## config.mk

```make
export PLATFORM = sky130hd
export DESIGN_NAME = fifo_ctrl
export DESIGN_NICKNAME = d
export VERILOG_FILES = /design/src/rtl/fifo_ctrl.sv
export SDC_FILE = /design/constraint.sdc
export NUM_CORES = 1
export LEC_CHECK = 0
export CAP_MARGIN = 40
export CORE_ASPECT_RATIO = 1.25
export CORE_UTILIZATION = 30
export DETAILED_ROUTE_END_ITERATION = 8
export DONT_BUFFER_PORTS = 1
export PLACE_DENSITY = 0.54
export SYNTH_ARGS = -nofsm -noshare
export SYNTH_HDL_FRONTEND = slang
export SYNTH_SLANG_ARGS = --single-unit
```

## constraint.sdc

```tcl
create_clock -name clk -period 4.2 [get_ports clk]
set_input_delay 0.84 -clock clk [delete_from_list [all_inputs] [get_ports clk]]
set_output_delay 0.84 -clock clk [all_outputs]
set_load 0.005 [all_outputs]
```

## src/rtl/fifo_ctrl.sv

```systemverilog
// fifo_ctrl: pointer/flag controller that turns a dual-address synchronous
// register file (registered read) into a circular-buffer FIFO.
// Optional sticky overflow/underflow error flags are compiled in when the
// macro FIFO_CTRL_ERR_FLAGS_EN is defined; without it those ports and their
// logic are absent and all other behaviour is identical.
module fifo_ctrl #(
    parameter int ADDR_WIDTH = 2,
    parameter int AF_LEVEL   = 3,
    parameter int AE_LEVEL   = 1
) (
    input  logic                  clk,
    input  logic                  reset,
    input  logic                  wr,
    input  logic                  rd,
`ifdef FIFO_CTRL_ERR_FLAGS_EN
    input  logic                  err_clr,
    output logic                  overflow,
    output logic                  underflow,
`endif
    output logic                  wr_en,
    output logic [ADDR_WIDTH-1:0] w_addr,
    output logic [ADDR_WIDTH-1:0] r_addr,
    output logic                  full,
    output logic                  empty,
    output logic                  almost_full,
    output logic                  almost_empty,
    output logic [ADDR_WIDTH:0]   count
);

    // Thresholds resized once so the flag compares are width-matched.
    localparam logic [ADDR_WIDTH:0] C_AF_LEVEL = (ADDR_WIDTH+1)'(AF_LEVEL);
    localparam logic [ADDR_WIDTH:0] C_AE_LEVEL = (ADDR_WIDTH+1)'(AE_LEVEL);
    localparam logic [ADDR_WIDTH:0] C_ONE      = (ADDR_WIDTH+1)'(1);

    logic [ADDR_WIDTH-1:0] r_wr_ptr;
    logic [ADDR_WIDTH-1:0] r_rd_ptr;
    logic [ADDR_WIDTH:0]   r_count;
    logic                  r_full;
    logic                  r_empty;

    logic                  w_push;
    logic                  w_pop;
    logic [ADDR_WIDTH-1:0] w_wr_ptr_inc;
    logic [ADDR_WIDTH-1:0] w_rd_ptr_inc;
    logic [ADDR_WIDTH-1:0] w_wr_ptr_next;
    logic [ADDR_WIDTH-1:0] w_rd_ptr_next;
    logic [ADDR_WIDTH:0]   w_count_next;
    logic                  w_full_next;
    logic                  w_empty_next;

    // A request only takes effect when the FIFO can honour it; this is what
    // makes wr&rd on empty a pure write and wr&rd on full a pure read.
    assign w_push       = wr & ~r_full;
    assign w_pop        = rd & ~r_empty;
    assign w_wr_ptr_inc = r_wr_ptr + 1'b1;
    assign w_rd_ptr_inc = r_rd_ptr + 1'b1;

    // Next-state selection for pointers, occupancy and the full/empty flags.
    always_comb begin
        w_wr_ptr_next = r_wr_ptr;
        w_rd_ptr_next = r_rd_ptr;
        w_count_next  = r_count;
        w_full_next   = r_full;
        w_empty_next  = r_empty;
        case ({w_push, w_pop})
            2'b10: begin
                w_wr_ptr_next = w_wr_ptr_inc;
                w_count_next  = r_count + C_ONE;
                w_empty_next  = 1'b0;
                w_full_next   = (w_wr_ptr_inc == r_rd_ptr);
            end
            2'b01: begin
                w_rd_ptr_next = w_rd_ptr_inc;
                w_count_next  = r_count - C_ONE;
                w_full_next   = 1'b0;
                w_empty_next  = (w_rd_ptr_inc == r_wr_ptr);
            end
            2'b11: begin
                // Occupancy is unchanged, so count and flags hold.
                w_wr_ptr_next = w_wr_ptr_inc;
                w_rd_ptr_next = w_rd_ptr_inc;
            end
            default: ;
        endcase
    end

    // State register; reset discards contents by collapsing the pointers.
    always_ff @(posedge clk) begin
        if (reset) begin
            r_wr_ptr <= '0;
            r_rd_ptr <= '0;
            r_count  <= '0;
            r_full   <= 1'b0;
            r_empty  <= 1'b1;
        end else begin
            r_wr_ptr <= w_wr_ptr_next;
            r_rd_ptr <= w_rd_ptr_next;
            r_count  <= w_count_next;
            r_full   <= w_full_next;
            r_empty  <= w_empty_next;
        end
    end

`ifdef FIFO_CTRL_ERR_FLAGS_EN
    logic r_overflow;
    logic r_underflow;

    // Sticky error flags; a new error event outranks a clear in the same cycle.
    always_ff @(posedge clk) begin
        if (reset) begin
            r_overflow  <= 1'b0;
            r_underflow <= 1'b0;
        end else begin
            if (wr & r_full)
                r_overflow <= 1'b1;
            else if (err_clr)
                r_overflow <= 1'b0;
            if (rd & r_empty)
                r_underflow <= 1'b1;
            else if (err_clr)
                r_underflow <= 1'b0;
        end
    end

    assign overflow  = r_overflow;
    assign underflow = r_underflow;
`endif

    assign wr_en        = w_push;
    assign w_addr       = r_wr_ptr;
    assign r_addr       = r_rd_ptr;
    assign full         = r_full;
    assign empty        = r_empty;
    assign count        = r_count;
    // Threshold flags are plain compares on the registered count.
    assign almost_full  = (r_count >= C_AF_LEVEL);
    assign almost_empty = (r_count <= C_AE_LEVEL);

endmodule

```

Yosys cells after proc, flatten, opt, wreduce, memory -nomap -nowiden

Index checks and enable logic that the tools add are counted.

Equality and inequality tests: 5
Bitwise operators: 4
Add/sub/neg operators: 4
Magnitude comparators: 2
Muxes and demuxes: 3
Reduce and logical (&&, ||, !) cells: 3

Operators with widths:

| kind                  | number |
|---|---|
| $pmux W3 S2           | 1 |
| $add A2 B1 Y2 const B | 2 |
| $eq A2 B2 Y1          | 2 |
| $eq A2 B2 Y1 const B  | 2 |
| $pmux W1 S2           | 2 |
| $reduce_or A2 Y1      | 2 |
| $add A3 B1 Y3 const B | 1 |
| $ge A3 B2 Y1 const B  | 1 |
| $le A3 B1 Y1 const B  | 1 |
| $sub A3 B1 Y3 const B | 1 |
| $and A1 B1 Y1         | 2 |
| $eq A2 B1 Y1 const B  | 1 |
| $not A1 Y1            | 2 |
| $reduce_bool A2 Y1    | 1 |

Logic and storage cells: 26
Output and inout bits: 12
Flip-flop bits (word level): 9
Input port bits: 4

Longest topological paths before layout

Gate-level depths: netlist of the first run.

Depth after elaboration: 4
Mapped depth: 6
Gate-level depth less buffers: 5

Worst setup path before layout of the first run

No wires, ideal clock.

Path kind: input to register
From: in rd
To: reg r_full (netlist: full)
Path buffers: 1
Arrival time: 1811 ps
Data required time: 4126 ps
Path slack: 2315 ps
Stages: 6
Library setup time: 74 ps
Path through: nor2b_1 -> ha_1 -> buf_2 -> nor2_1 -> nand3_1 -> a31oi_1

Cells in the longest elaborated chain, start to end: 3
Elaborated cells between the ends (all ways): 5
Those cells by class: eq/ne (2); mux (1); bitwise (1); reduce/logical (1)

Ends and longest elaborated chain:

| what                                              | RTL line | text |
|---|---|---|
| start: declaration                                | 14       | `input logic rd,` |
| $and A1 B1 Y1 *                                   | 54       | `assign w_pop = rd & ~r_empty;` |
| $eq A2 B1 Y1 or $eq A2 B2 Y1 (tied branches)      | 65       | `case ({w_push, w_pop})` |
| $pmux W1 S2 or $reduce_bool A2 Y1 (tied branches) | n/a      |  |
| end signal: assignment                            | 99       | `r_full <= w_full_next;` |
| end: declaration                                  | 38       | `logic r_full;` |

Every way passes the cells marked *; elsewhere a longest branch is shown, timed or not.
A chain may end at the register's enable or synchronous reset.

Final worst setup path of the first run

From: reg r_count[0] (netlist: count[0])
To: out almost_full

Cells in the longest elaborated chain, start to end: 1

Ends and longest elaborated chain:

| what                     | RTL line | text |
|---|---|---|
| start: declaration       | 37       | `logic [ADDR_WIDTH:0] r_count;` |
| start signal: assignment | 98       | `r_count <= w_count_next;` |
| $ge A3 B2 Y1             | 136      | `assign almost_full = (r_count >= C_AF_LEVEL);` |
| end: declaration         | 25       | `output logic almost_full,` |

Every way passes these cells.

==> impl_metrics.ini, run 1 <==
[outcome]
status = complete, no violations

[floorplanning]
core-area_um2 = 1622
dieArea_um2 = 1955
placementRows = 16
initial_core_util = 0.3295
die_y_um = 49.18
die_w_um = 39.75
ios = 16

[synth]
syn-cell-area_um2 = 534.3
ys_warn_count = 0
synth-seq-area-share = 0.3372
yosysMostFrequentCell = nor2_1
syn_avg_cell_area_um2 = 8.617
ys_ff_latch = 9
ys_top_cells_by_count = nor2_1 (10), dfxtp_1 (9), ha_1 (6)
synth_area_leaders = dfxtp_1 (34%), ha_1 (14%), nor2_1 (7.0%), xor2_1 (4.9%), nor2b_1 (4.7%)
yosys.area.top_type_share = 0.3372
synthFlopType = dfxtp_1
synth_edf_count = 0
yosys.area.top_type = dfxtp_1
async_flop_share = 0
synth_fp_nets = 72
syn_inst = 62
ys_types = 22

[grt]
antenna_found_initial = 0
grt_pass1_wl_um = 1497
grt_pass1_vias = 356
grt_max_degree = 11
grt_usage = 0.1176
overflow = 0

[sta]
rsz0062_at_grt = false
hold_viol = 0
finalSetupTns_ns = 0
worst_pin_slew_ns = 0.2936
maxSlewViolCount = 0
fmax_ghz = 0.4829
setup_viol = 0
fin_crit_ns = 2.071
slew_headroom = 0.8043
fin_skew_ns = 0.001815
layout_setup_ws_ns = 2.129
period_share = 0.4931

[drt]
drcViolationCount = 0
viasPerCell = 5.000
drt_wl_total_um = 975
drt_pass1_iterations = 4
routedWlPerCell_um = 11.89
antenna_left = 0
drt_iter0_drc = 7
dr_total_vias = 410

[setup_path]
critPathTopFamily = adder cells
critPathLaunchType = flop
critPathCaptureType = output pin
critical_path_class = flop to output pin
cpMostUsedCell = ha_1
cp_slowest_stage_delay_ns = 0.37
critPathMaxFanout = 6
critPathSlowestCell = dfxtp_1
critPathRequiredTime_ns = 3.36
crit_buf_inv = 0
cp.arrival_ns = 1.23
path_cells = ha_1 -> ha_1 -> nor2_1 -> o21ai_0

[power_and_ir_drop]
power_frac_comb = 0.227
p_clk_frac = 0.305
p_per_area_nw_per_um2 = 399.8
ir_worst_vdd_uv = 159.5
power_leakage_nw = 0.2392
swShare = 0.3213
p_seq_frac = 0.469
power.internal_uw = 155.8
switchingPower_uw = 73.78

[clock_tree]
cts_hold_buf = 0
cts_tree = yes
cts_buffer_depth = 2
root_buffer = clkbuf_4
clock_sinks = 9
cts_resized = 0
htree_levels = 1
cts_buffers = 3
clock_latency_ns = 0.27
clk_pin_slew_ns = 0.06
post_cts_buffers = 0

[job]
maxCapViolCount = 0

[placed_design]
place.gp.congestion = 0.7318
io_buffers = 0
place_ws_ns = 2.211
dp_hpwl_um = 703.3

[final_layout]
regArea_um2 = 180.2
drive_gt1_frac = 0.07813
multi_input_area_um2 = 326.6
layout.nets = 75
fill_cells = 181
num_antenna_cells = 0
syn_to_final_growth_pct = 7.494

[hold_path]
worstHoldPathType = flop to flop
## stage by stage
stage               hold WS, ns  power [mW]  std cells    util  area, µm²
global route             0.5866      0.2489         82  0.3542      574.3
CTS                      0.5559      0.2327         82  0.3542      574.3
detailed placement       0.5410      0.1626         78  0.3380      548.0
global placement         0.5353      0.1621         78  0.3380      548.0
floorplan                0.4973      0.1538         62       -      534.3
finish                   0.5482      0.2296         82  0.3542      574.3
## kinds of logic (layout without fill, tap and decap cells)
kind of cell / after synthesis / in the layout / synth area share
flip-flops: 9 / 9 / 0.3372
buffers and inverters: 7 / 9 / 0.05151
AO/OA/AOI/OAI: 11 / 11 / 0.1288
AND/OR/NAND/NOR: 22 / 22 / 0.2108
adder cells (fa/ha/maj): 6 / 6 / 0.1405
XOR/XNOR: 6 / 6 / 0.1124
multiplexers: 1 / 1 / 0.01874
## power groups by stage
stage	sequential (mW)	clock (mW)	combinational, mW
CTS	0.108	0.0715	0.0530
global placement	0.110	0	0.0523
finish	0.108	0.0700	0.0520
global route	0.110	0.0789	0.0604
detailed placement	0.110	0	0.0526
floorplan	0.107	0	0.0471
## worst register-to-register path: stages (launching register included)
cell and delay, ns:
dfxtp_1 0.35, nand2b_1 0.21, ha_1 0.44, nor2_1 0.20, nand3_1 0.09, a31oi_1 0.16
## layout by cell type, fill, tap and decap left out
cell	Yosys	routed
mux2i_1	1	1
xor2_1	3	3
a211oi_1	1	1
and3b_1	1	1
nor2b_1	4	4
nand3b_1	3	3
xnor2_2	1	1
o31ai_2	1	1
o21bai_1	1	1
nand2_1	2	2
clkbuf_4	0	3
inv_1	5	5
ha_1	6	6
xnor2_1	2	2
clkbuf_1	1	1
nand3_1	1	1
nand2b_1	1	1
nor2_1	10	10
a21oi_1	4	4
o21ai_0	3	3
a31oi_1	1	1
dfxtp_1	9	9
## layer usage
layer	wire, µm	part of all wire	up-vias	global-route usage
li1	-	-	207	-
met1	419	0.43	181	0.1250
met2	417	0.43	17	0.1639
met3	95	0.097	5	0.05479
met4	42	0.043	0	0.1034
met5	0	0	-	0
## final timing paths
path	startpoint	endpoint	slack (ns)	cells past startpoint
worst max-delay path	count[0]$_SDFFE_PP0P_	almost_full	2.13	4
worst min register to register	full$_SDFFE_PP0P_	full$_SDFFE_PP0P_	0.55	2
worst min-delay path	full$_SDFFE_PP0P_	full$_SDFFE_PP0P_	0.55	2
worst max register to register	full$_SDFFE_PP0P_	full$_SDFFE_PP0P_	2.68	5
## sequential cells by signal (all words and copies together) (netlist names)
name / flops
full: 1
count: 3
w_addr: 2
r_addr: 2
empty: 1
## area by class of cell
type	instances	area share
inverter	5	0.03268
tap	18	0.03922
clock buffer	4	0.04575
sequential	9	0.3137
multi-input combinational	46	0.5686
Note: power is estimated with default switching activity, not from simulation.
==> run 2: changes to the inputs <==
- PLACE_DENSITY: 0.54 -> 0.55
- clock period: 4.2 -> 1.9 ns (I/O delays scaled with it)
==> run 2 against run 1 <==
Critical path depth unchanged. Routed wire length decreased by 1.9%. Core utilization stayed put. Flip-flop and latch count is the same. Register-to-register slack lost 2.3 ns. Sequential power up 120%. Clock-buffer cell count did not move. Critical endpoint unchanged.
==> impl_metrics.ini, run 2 (synthesis results as in run 1) <==
[drt]
routedWlPerCell_um = 11.66
viasPerCell = 5.024
antenna_left = 0
drt_pass1_iterations = 4
dr_total_vias = 412
drt_wl_total_um = 956
drcViolationCount = 0
drt_iter0_drc = 3

[setup_path]
cpMostUsedCell = ha_1
critical_path_class = flop to output pin
critPathSlowestCell = dfxtp_1
crit_buf_inv = 0
cp_slowest_stage_delay_ns = 0.37
critPathLaunchType = flop
cp.arrival_ns = 1.20
r2r_slack_ns = 0.42
path_cells = ha_1 -> ha_1 -> nor2_1 -> o21ai_0
critPathMaxFanout = 6
critPathRequiredTime_ns = 1.52
critPathCaptureType = output pin
critPathTopFamily = adder cells

[floorplanning]
dieArea_um2 = 1955
core-area_um2 = 1622
die_y_um = 49.18
ios = 16
die_w_um = 39.75
initial_core_util = 0.3295
placementRows = 16

[final_layout]
final_common_cell = nor2_1
stdcell_area_um2 = 574.3
final_cell_mix = nor2_1 (10), dfxtp_1 (9), ha_1 (6)
largest_reg_flops = 3
syn_to_final_growth_pct = 7.494
num_antenna_cells = 0
layout.nets = 75
drive_gt1_frac = 0.07813

[sta]
rsz0062_at_grt = false
setup_viol = 0
slew_headroom = 0.8132
fin_crit_ns = 1.585
maxSlewViolCount = 0
fmax_ghz = 0.6311
period_share = 0.8340
fin_skew_ns = 0.007172
finalSetupTns_ns = 0
hold_viol = 0
worst_pin_slew_ns = 0.2803

[clock_tree]
post_cts_buffers = 0
clock_latency_ns = 0.26
clk_pin_slew_ns = 0.06
cts_hold_buf = 0
root_buffer = clkbuf_4
cts_buffers = 3
cts_tree = yes
htree_levels = 1
cts_resized = 0
clock_sinks = 9
cts_buffer_depth = 2

[power_and_ir_drop]
power_leakage_nw = 0.2392
switchingPower_uw = 155.5
p_per_area_nw_per_um2 = 870.3
power_frac_comb = 0.234
ir_worst_vdd_uv = 373.2
p_seq_frac = 0.476
power.internal_uw = 344.3
p_clk_frac = 0.290
power_uw = 499.8
swShare = 0.3111

[placed_design]
dp_hpwl_um = 702.4
placed_area_um2 = 548.0
io_buffers = 0
place.gp.congestion = 0.7041

[job]
maxCapViolCount = 0

[grt]
grt_pass1_vias = 354
grt_max_degree = 11
grt_usage = 0.1069
overflow = 0
grt_pass1_wl_um = 1407
antenna_found_initial = 0

[hold_path]
worstHoldPathType = input port to flop

[outcome]
status = complete, no violations
[run 2: cell counts in the layout (fill, tap and decap cells not counted)]
Identical to the previous run, type by type.
[run 2: worst paths after layout]
| check | start | endpoint | cells after the start |
|---|---|---|---|
| hold reg to reg | full$_SDFFE_PP0P_ | full$_SDFFE_PP0P_ | 2 |
| hold / removal | reset | count[2]$_SDFFE_PP0P_ | 1 |
| setup reg to reg | empty$_SDFFE_PP1P_ | full$_SDFFE_PP0P_ | 5 |
| setup / recovery | count[0]$_SDFFE_PP0P_ | almost_full | 4 |
[run 2: final cells by class]
cell class	count	area, µm²
fill	182	1047
inverter	5	18.77
multi-input combinational	46	326.6
clock buffer	4	26.28
sequential	9	180.2
tap	18	22.52
[run 2: power by group through the flow]
| stage | Clock [mW] | Combinational (mW) | Sequential [mW] |
|---|---|---|---|
| final | 0.145 | 0.117 | 0.238 |
| after global routing | 0.168 | 0.132 | 0.242 |
| after CTS | 0.155 | 0.118 | 0.238 |
| after detailed placement | 0 | 0.118 | 0.242 |
| after global placement | 0 | 0.115 | 0.242 |
| after floorplan | 0 | 0.104 | 0.236 |
[run 2: per-layer routing]
metal / track usage / up-vias / part of all wire
li1: - / 207 / -
met2: 0.1503 / 12 / 0.45
met4: 0.06897 / 0 / 0.0063
met5: 0 / - / 0
met1: 0.1271 / 191 / 0.48
met3: 0.04566 / 2 / 0.059
[run 2: through the flow]
stage          cells  hold slack, ns  setup WS (ns)  utilization
2_1_floorplan     62          0.4973         0.4751            -
3_3_place_gp      78          0.4525         0.4494       0.3380
3_5_place_dp      78          0.4554         0.3756       0.3380
4_1_cts           82          0.1723         0.2956       0.3542
5_1_grt           82          0.1603         0.1865       0.3542
6_report          82          0.1832         0.3154       0.3542
==> patch: new RTL, config.mk and constraints of run 2 <==
The parameter `ADDR_WIDTH` goes from 2 to 3.
--- a/src/rtl/fifo_ctrl.sv
+++ b/src/rtl/fifo_ctrl.sv
@@ -5,5 +5,5 @@
 // logic are absent and all other behaviour is identical.
 module fifo_ctrl #(
-    parameter int ADDR_WIDTH = 2,
+    parameter int ADDR_WIDTH = 3,
     parameter int AF_LEVEL   = 3,
     parameter int AE_LEVEL   = 1
Interface: changed (resized count, r_addr and w_addr); port bits go from 16 to 19. No check against the original RTL was run, so the function may have changed too.
==> patch against run 2 <==
Wire length increased by 38%. Design area up 36%. Sequential cell count up 3. Setup slack worse by 0.18 ns. Count of clock-buffer cells in the layout did not move. Sequential share of layout area decreased by 0.55 points. Area after synthesis rose by 27%. Power is 40% higher. Non-clock buffer count increased by 4. Critical path type is now reg -> reg.
==> patch: results (changes against run 2) <==
[drt]
wl_per_cell_microns = 12.1  ; +3.9%
vias = 528  ; +28%

[worst_setup_path]
arrival_ns = 1.93  ; +0.73 ns
crit_fanout = 4  ; -2
cp_slowest_cell = or4b_1
worstSetupStartpoint = full$_SDFFE_PP0P_
crit_path_max_incr_delay_ns = 0.42  ; +0.05 ns

[yosys]
yosysSeqAreaShare_pct = 35.4  ; +1.7 points
synth_top_cells_by_count = 12 x dfxtp_1, 10 x nor2_1, 7 x ha_1
yosysUniqueCellTypes = 23  ; +4.5%
synth_nets = 84  ; +17%

[placed_design]
gp_congestion = 0.747  ; +6.1%
place_ws_ns = 0.105  ; -0.270 ns
place_hpwl_microns = 1020  ; +45%

[cells_and_area]
finalNetCount = 91  ; +21%
fillers = 220  ; +21%
drive_above_1_share_pct = 13.9  ; +6.1 points

[grt]
met2_usage_pct = 17.6  ; +2.6 points
grt_usage_pct = 11.2  ; +0.52 points
grt_pass1_wl_microns = 1970  ; +40%
met1_usage_pct = 13.9  ; +1.2 points

[run_status]
status = finished, final reports clean

[clocking]
cts.clk_slew.worst_paths_ns = 0.08  ; +0.02 ns

[power]
power_leakage_nw = 0.320  ; +34%
p_sw_uw = 217  ; +40%

-- patch: changes by cell type after synthesis, sizes merged, moves of 2 or more --
cell,before,now
dfxtp,9,12
or3,0,3
mux2i,1,3
xnor2,3,6
xor2,3,5
-- patch: stage by stage --
step | hold slack, ns | instances
6_report | 0.164 | 109
5_1_grt | 0.154 | 109
4_1_cts | 0.157 | 109
3_5_place_dp | 0.455 | 105
3_3_place_gp | 0.452 | 105
2_1_floorplan | 0.458 | 73
-- patch: area by class of cell --
cell class                 count  share of cell area (%)
clock buffer                   4                    4.65
inverter                       4                    1.93
multi-input combinational     55                    53.9
sequential                    12                    30.8
tap                           30                    4.82
timing repair buffer           4                    3.85
-- patch: power by group through the flow --
stage	Combinational, mW	Sequential (mW)	Clock (mW)
floorplan	0.138	0.319	0
global placement	0.166	0.330	0
detailed placement	0.172	0.330	0
CTS	0.172	0.324	0.212
global route	0.192	0.330	0.221
finish	0.169	0.324	0.207
-- patch: path summary, 6_finish.rpt --
check | cells after the start | to | slack (ns)
max | 6 | count[3]$_SDFFE_PP0P_ | 0.14
min | 1 | count[2]$_SDFFE_PP0P_ | 0.16
max reg2reg | 6 | count[3]$_SDFFE_PP0P_ | 0.14
min reg2reg | 2 | full$_SDFFE_PP0P_ | 0.54
-- patch: layer usage --
metal  share of wire, %  wire [microns]
met5                  0               0
met3                6.3              83
met2                 46             601
met1                 46             607
met4                2.1              28
-- patch: cell families after synthesis --
group / synth area share (%)
muxes: 6.09
DFF: 35.4
xor gates and xnor gates: 15.3
buffers and inverters: 3.32
AOI/OAI and AO/OA: 7.93
adders and majority gates: 12.9
and+or+nand+nor: 19.0
